--- src/rtl/fetch_unit.sv ---
// fetch_unit
//   Instruction fetch stage feeding control_unit/decoder. Holds a word-addressed
//   program counter, reads instruction memory over a req/ack handshake, presents
//   {instr_out, pc_out} to decode with a valid/stall handshake and redirects on a
//   rising edge of the control unit's j_signal. All outputs come straight from
//   flops; there is no combinational input-to-output path.
//
// Ports
//   clk, rst                  clock (posedge) and asynchronous active-low reset
//   j_signal, jump            jump request (level) and jump target PC
//   stall                     decode cannot accept instr_out this cycle
//   imem_req, imem_addr       instruction memory request and word address
//   imem_ack, imem_rdata      memory answer strobe and instruction word
//   instr_out, pc_out         fetched instruction and its PC
//   instr_valid               instr_out/pc_out hold a real instruction
//   fetch_err                 sticky memory timeout flag (cleared only by reset)

module fetch_unit #(
   parameter logic [31:0] RESET_PC = 32'h0000_0000,
   parameter logic [31:0] NOP      = 32'h0000_0013,
   parameter int unsigned MAX_WAIT = 16
) (
   input  logic        clk,
   input  logic        rst,
   input  logic        j_signal,
   input  logic [31:0] jump,
   input  logic        stall,
   output logic        imem_req,
   output logic [31:0] imem_addr,
   input  logic        imem_ack,
   input  logic [31:0] imem_rdata,
   output logic [31:0] instr_out,
   output logic [31:0] pc_out,
   output logic        instr_valid,
   output logic        fetch_err
);

   localparam int unsigned    CNT_W    = $clog2(MAX_WAIT);
   localparam logic [CNT_W-1:0] CNT_LAST = CNT_W'(MAX_WAIT - 1);

   localparam logic [1:0] S_IDLE = 2'd0;
   localparam logic [1:0] S_REQ  = 2'd1;
   localparam logic [1:0] S_HOLD = 2'd2;
   localparam logic [1:0] S_ERR  = 2'd3;

   logic [1:0]       state_q, state_d;
   logic [31:0]      pc_q, pc_d;
   logic             imem_req_q, imem_req_d;
   logic [31:0]      imem_addr_q, imem_addr_d;
   logic [31:0]      instr_out_q, instr_out_d;
   logic [31:0]      pc_out_q, pc_out_d;
   logic             instr_valid_q, instr_valid_d;
   logic             fetch_err_q, fetch_err_d;
   logic             flush_q, flush_d;
   logic             j_q, j_d;
   logic [CNT_W-1:0] wait_cnt_q, wait_cnt_d;

   logic redirect;
   logic slot_free;
   logic pending;

   always_comb begin
      // NOTE: every _d gets its hold value first so no path through the
      // case/if tree leaves a signal unassigned and infers a latch.
      state_d       = state_q;
      pc_d          = pc_q;
      imem_req_d    = imem_req_q;
      imem_addr_d   = imem_addr_q;
      instr_out_d   = instr_out_q;
      pc_out_d      = pc_out_q;
      instr_valid_d = instr_valid_q;
      fetch_err_d   = fetch_err_q;
      flush_d       = flush_q;
      wait_cnt_d    = wait_cnt_q;
      j_d           = j_signal;

      // Only the rising edge of j_signal redirects; a held level is ignored.
      redirect  = j_signal & ~j_q;
      slot_free = ~instr_valid_q | ~stall;
      // A request is on the bus and memory has not answered this cycle.
      pending   = imem_req_q & ~imem_ack;

      if (state_q == S_REQ || state_q == S_HOLD) begin
         if (instr_valid_q && !stall) begin
            instr_valid_d = 1'b0;
            instr_out_d   = NOP;
         end
         if (redirect) begin
            pc_d          = jump;
            instr_valid_d = 1'b0;
            instr_out_d   = NOP;
         end
      end

      case (state_q)
         S_IDLE: begin
            // The request itself is raised from REQ on the following edge.
            state_d = S_REQ;
         end

         S_REQ: begin
            if (pending && wait_cnt_q == CNT_LAST) begin
               state_d       = S_ERR;
               fetch_err_d   = 1'b1;
               imem_req_d    = 1'b0;
               instr_valid_d = 1'b0;
               instr_out_d   = NOP;
            end else if (pending) begin
               // Address stays on the bus; a redirect now marks the eventual
               // answer as stale instead of abandoning the handshake.
               wait_cnt_d = wait_cnt_q + 1'b1;
               if (redirect) flush_d = 1'b1;
            end else if (redirect || !imem_req_q || flush_q) begin
               // Nothing usable on the bus: any answer this cycle belongs to
               // an old address, so drop it and issue at the current target.
               flush_d     = 1'b0;
               wait_cnt_d  = '0;
               imem_req_d  = 1'b1;
               imem_addr_d = redirect ? jump : pc_q;
            end else if (slot_free) begin
               wait_cnt_d    = '0;
               instr_out_d   = imem_rdata;
               pc_out_d      = pc_q;
               instr_valid_d = 1'b1;
               pc_d          = pc_q + 32'd1;
               imem_addr_d   = pc_q + 32'd1;
            end else begin
               // Decode is stalled on a valid word: the answer is not taken and
               // the same pc is read again once the slot frees.
               wait_cnt_d = '0;
               imem_req_d = 1'b0;
               state_d    = S_HOLD;
            end
         end

         S_HOLD: begin
            if (redirect || slot_free) begin
               state_d     = S_REQ;
               imem_req_d  = 1'b1;
               imem_addr_d = redirect ? jump : pc_q;
            end
         end

         default: begin
            // S_ERR holds everything until reset.
         end
      endcase
   end

   // NOTE: state is updated only with non-blocking assignments so every flop
   // samples the pre-edge value of every other flop.
   always_ff @(posedge clk or negedge rst) begin
      if (!rst) begin
         state_q       <= S_IDLE;
         pc_q          <= RESET_PC;
         imem_req_q    <= 1'b0;
         imem_addr_q   <= RESET_PC;
         instr_out_q   <= NOP;
         pc_out_q      <= 32'd0;
         instr_valid_q <= 1'b0;
         fetch_err_q   <= 1'b0;
         flush_q       <= 1'b0;
         j_q           <= 1'b0;
         wait_cnt_q    <= '0;
      end else begin
         state_q       <= state_d;
         pc_q          <= pc_d;
         imem_req_q    <= imem_req_d;
         imem_addr_q   <= imem_addr_d;
         instr_out_q   <= instr_out_d;
         pc_out_q      <= pc_out_d;
         instr_valid_q <= instr_valid_d;
         fetch_err_q   <= fetch_err_d;
         flush_q       <= flush_d;
         j_q           <= j_d;
         wait_cnt_q    <= wait_cnt_d;
      end
   end

   assign imem_req    = imem_req_q;
   assign imem_addr   = imem_addr_q;
   assign instr_out   = instr_out_q;
   assign pc_out      = pc_out_q;
   assign instr_valid = instr_valid_q;
   assign fetch_err   = fetch_err_q;

endmodule

--- config.mk ---
export PLATFORM = sky130hd
export DESIGN_NAME = fetch_unit
export DESIGN_NICKNAME = d
export VERILOG_FILES = /design/src/rtl/fetch_unit.sv
export SDC_FILE = /design/constraint.sdc
export NUM_CORES = 1
export LEC_CHECK = 0
export BUFFER_PORTS_ARGS = -buffer_cell sky130_fd_sc_hd__buf_4
export CAP_MARGIN = 20
export CORE_ASPECT_RATIO = 0.7
export CORE_MARGIN = 1
export CORE_UTILIZATION = 54
export CTS_CLUSTER_DIAMETER = 200
export DETAILED_ROUTE_END_ITERATION = 7
export GPL_ROUTABILITY_DRIVEN = 1
export GPL_TIMING_DRIVEN = 0
export PLACE_DENSITY = 0.89
export SETUP_SLACK_MARGIN = 0.05
export SLEW_MARGIN = 20
export SYNTH_ARGS = -nofsm -noshare
export SYNTH_HDL_FRONTEND = slang
export SYNTH_SLANG_ARGS = --single-unit
export TNS_END_PERCENT = 10
--- constraint.sdc ---
create_clock -name clk -period 3 [get_ports clk]
set_clock_uncertainty 0.2 [all_clocks]
set_input_delay 0.3 -clock clk [delete_from_list [all_inputs] [get_ports clk]]
set_output_delay 0.3 -clock clk [all_outputs]
set_load 0.03 [all_outputs]
==> results.json <==
{
  "synth.mux.area_fraction": 0.0207,
  "core.rowCount": 34,
  "synth_top_area_share": 0.478,
  "grt_pass1_wl_um": 42200,
  "htreeDepth": 4,
  "netlist_instances": 767,
  "grt_pass1_vias": 7671,
  "crit_fanout": 10,
  "worstSetupStartpoint": "state_q[1]",
  "post-dp-hpwl_um": 16900,
  "status": "complete, but fails checks",
  "wl_met2_um": 11900,
  "synth_top_family_by_area": "simple AND/OR/NAND/NOR gates",
  "hold_path.class": "in -> reg",
  "cts_tree": "done",
  "area_growth_pct": 38.3,
  "drive_above_1_share": 0.257,
  "routed_wl_um": 27200,
  "finalCriticalPeriod_ps": 3080,
  "ys_ff_latch": 139,
  "route.met3.wl_um": 3510,
  "synth.distinct_cells": 65,
  "synth_ff_type": "dfrtp_1",
  "synth_area_leader_cell": "dfrtp_1",
  "vias": 7614,
  "setup_ws_ps": -81.2,
  "clockRootBuffer": "clkbuf_16",
  "finalHoldViolations": 0,
  "syn-mean-instance-area_um2": 9.29,
  "synth_compound_area_frac": 0.184,
  "rsz0062_at_grt": "true",
  "drtAntennaViolNets": 0,
  "yosysWarnings": 0,
  "async_flop_share": 1.00,
  "irDropWorstVdd_mv": 0.792,
  "hold_start": "jump[2]",
  "setup_tns_ps": -403,
  "synthXorXnorAreaFrac": 0.0234,
  "port_buffers": 167,
  "yosys.area_share.adder": 0.00878,
  "antenna_found_initial": 0,
  "drtPass1Iterations": 8,
  "max_slew.worst_pin.slew_ps": 961,
  "cp.arrival_ps": 3190,
  "drc": 15,
  "finalCritPeriodShare": 1.03,
  "syn_nets": 841,
  "ys_seq_area_frac": 0.489,
  "num_antenna_cells": 0,
  "r2r_start": "state_q[1]",
  "cts_sinks": 139,
  "clkLatencyLatePin_ps": 430,
  "max_freq_mhz": 325,
  "hold_slack_ps": 6.39,
  "synthSimpleGateAreaFrac": 0.232,
  "die_x_um": 139,
  "syn_area_um2": 7130,
  "cp-start-kind": "flip-flop",
  "drt_iter0_drc": 1069,
  "initial_core_util": 0.564,
  "synth_area_leaders": "dfrtp_1 48%, nand2_1 7.5%, a22o_1 4.1%",
  "final_max_slew_viol_count": 0,
  "clk_path_buf_depth": 2,
  "fp.dieH_um": 98.1,
  "grt_overflow": 0,
  "maxCapViolations": 0,
  "p_leak_nw": 4.61,
  "ios": 168,
  "met1Wirelength_um": 10500,
  "dieArea_um2": 13700,
  "finalSetupViolCount": 11,
  "drt-vias-per-instance": 6.43,
  "grt.total_usage": 0.412,
  "violations": "DRC, setup timing",
  "cts.reportedPaths.clkPinSlew_ps": 60,
  "fp.coreArea_um2": 12600,
  "top_layer": "met4",
  "place_ws_ps": -70.2,
  "slew_headroom": 0.353,
  "place_congestion": 1.03,
  "synth_common_cells": "143 x nand2_1, 136 x dfrtp_1, 44 x nor2_1",
  "worstSetupPathType": "reg -> reg",
  "power_per_cell_area_nw_per_um2": 1340,
  "yosysMostFrequentCell": "nand2_1",
  "wire_per_inst_um": 23.0,
  "synth-edff-count": 0,
  "required_ps": 3110,
  "post-cts-setup-buffer-count": 0,
  "p_total_mw": 13.2,
  "numCtsBuffers": 17,
  "crit_path_end_kind": "flip-flop",
  "nFillCells": 810,
  "grt_start_max_net_pins": 97,
  "finalNetCount": 1083
}
## timing repair
action                                  CTS  global route
endpoints found under the setup margin   45            75
resized for setup                         5            10
hold endpoints to repair                106             0
hold buffers                             55             0
## cell families (layout without fill, tap and decap cells)
| logic type | count (synthesis) | in the layout |
|---|---|---|
| muxes | 14 | 14 |
| buffers and inverters | 74 | 329 |
| DFF | 139 | 139 |
| AOI/OAI and AO/OA | 185 | 185 |
| and+or+nand+nor | 331 | 331 |
| xor gates and xnor gates | 19 | 19 |
| adders and majority gates | 5 | 5 |
## through the flow
step	instances	area, um2	util
final	1184	9850	0.780
after global routing	1184	9850	0.780
after CTS	1184	9850	0.779
after detailed placement	1097	8620	0.682
after global placement	1096	8580	0.679
after floorplan	767	7130	-
## per-layer routing
layer	track usage	vias to the layer above
met1	0.522	3591
li1	-	3245
met2	0.635	643
met5	0	-
met3	0.140	135
met4	0.200	0
## where the power goes
group / leakage (nW) / switching, mW / internal [mW]
registers: 1.69 / 0.729 / 2.80
clock network: 0.318 / 0.915 / 1.50
logic: 2.59 / 4.78 / 2.51
## worst paths after layout
check,to,slack [ps],cells past startpoint
hold reg to reg,pc_out[18],280,2
setup reg to reg,pc_q[25],-80,8
setup / recovery,pc_q[25],-80,8
max in group asynchronous,instr_out[1],1630,3
min in group asynchronous,pc_out[11],160,2
hold / removal,imem_addr[2],6,3
## cell type report
cell class,instances,area (um2),share of cell area
buffer,62,263,0.0267
multi-input combinational,554,3360,0.341
sequential,139,3480,0.353
tap,162,203,0.0206
inverter,12,45.0,0.00457
clock inverter,15,236,0.0240
clock buffer,17,425,0.0432
timing repair buffer,223,1840,0.187
## sequential cells by signal, indices dropped and copies added, names as in the netlist
register	count
pc_q	32
instr_out	32
imem_addr	32
imem_req	1
fetch_err	1
j_q	1
wait_cnt_q	4
instr_valid	1
pc_out	32
state_q	2
flush_q	1
## cells in the final DEF, fill, tap and decap left out, types with 7 or more instances in the layout
| cell | count |
|---|---|
| and3_1 | 11 |
| nand4_1 | 18 |
| inv_1 | 12 |
| mux2i_1 | 8 |
| xor2_1 | 9 |
| o221a_2 | 9 |
| xnor2_1 | 10 |
| nand2_1 | 143 |
| o211ai_1 | 9 |
| nor2_1 | 44 |
| a22o_1 | 33 |
| clkbuf_2 | 7 |
| buf_4 | 166 |
| clkbuf_16 | 17 |
| dlygate4sd3_1 | 55 |
| and2_1 | 10 |
| nor3_1 | 21 |
| a21o_1 | 7 |
| nand3_1 | 30 |
| dfrtp_1 | 136 |
| a221o_1 | 8 |
| buf_2 | 17 |
| o21ai_0 | 41 |
| clkbuf_1 | 33 |
| a21oi_1 | 35 |
## critical path, stage by stage, from the launching register on
cell,delay (ps)
dfrtp_1,410
inv_1,60
ha_1,210
clkbuf_1,220
and2_1,260
a21oi_2,510
clkbuf_1,710
a21oi_1,100
o221a_2,290
No activity file was read; power rests on OpenSTA's default activity.
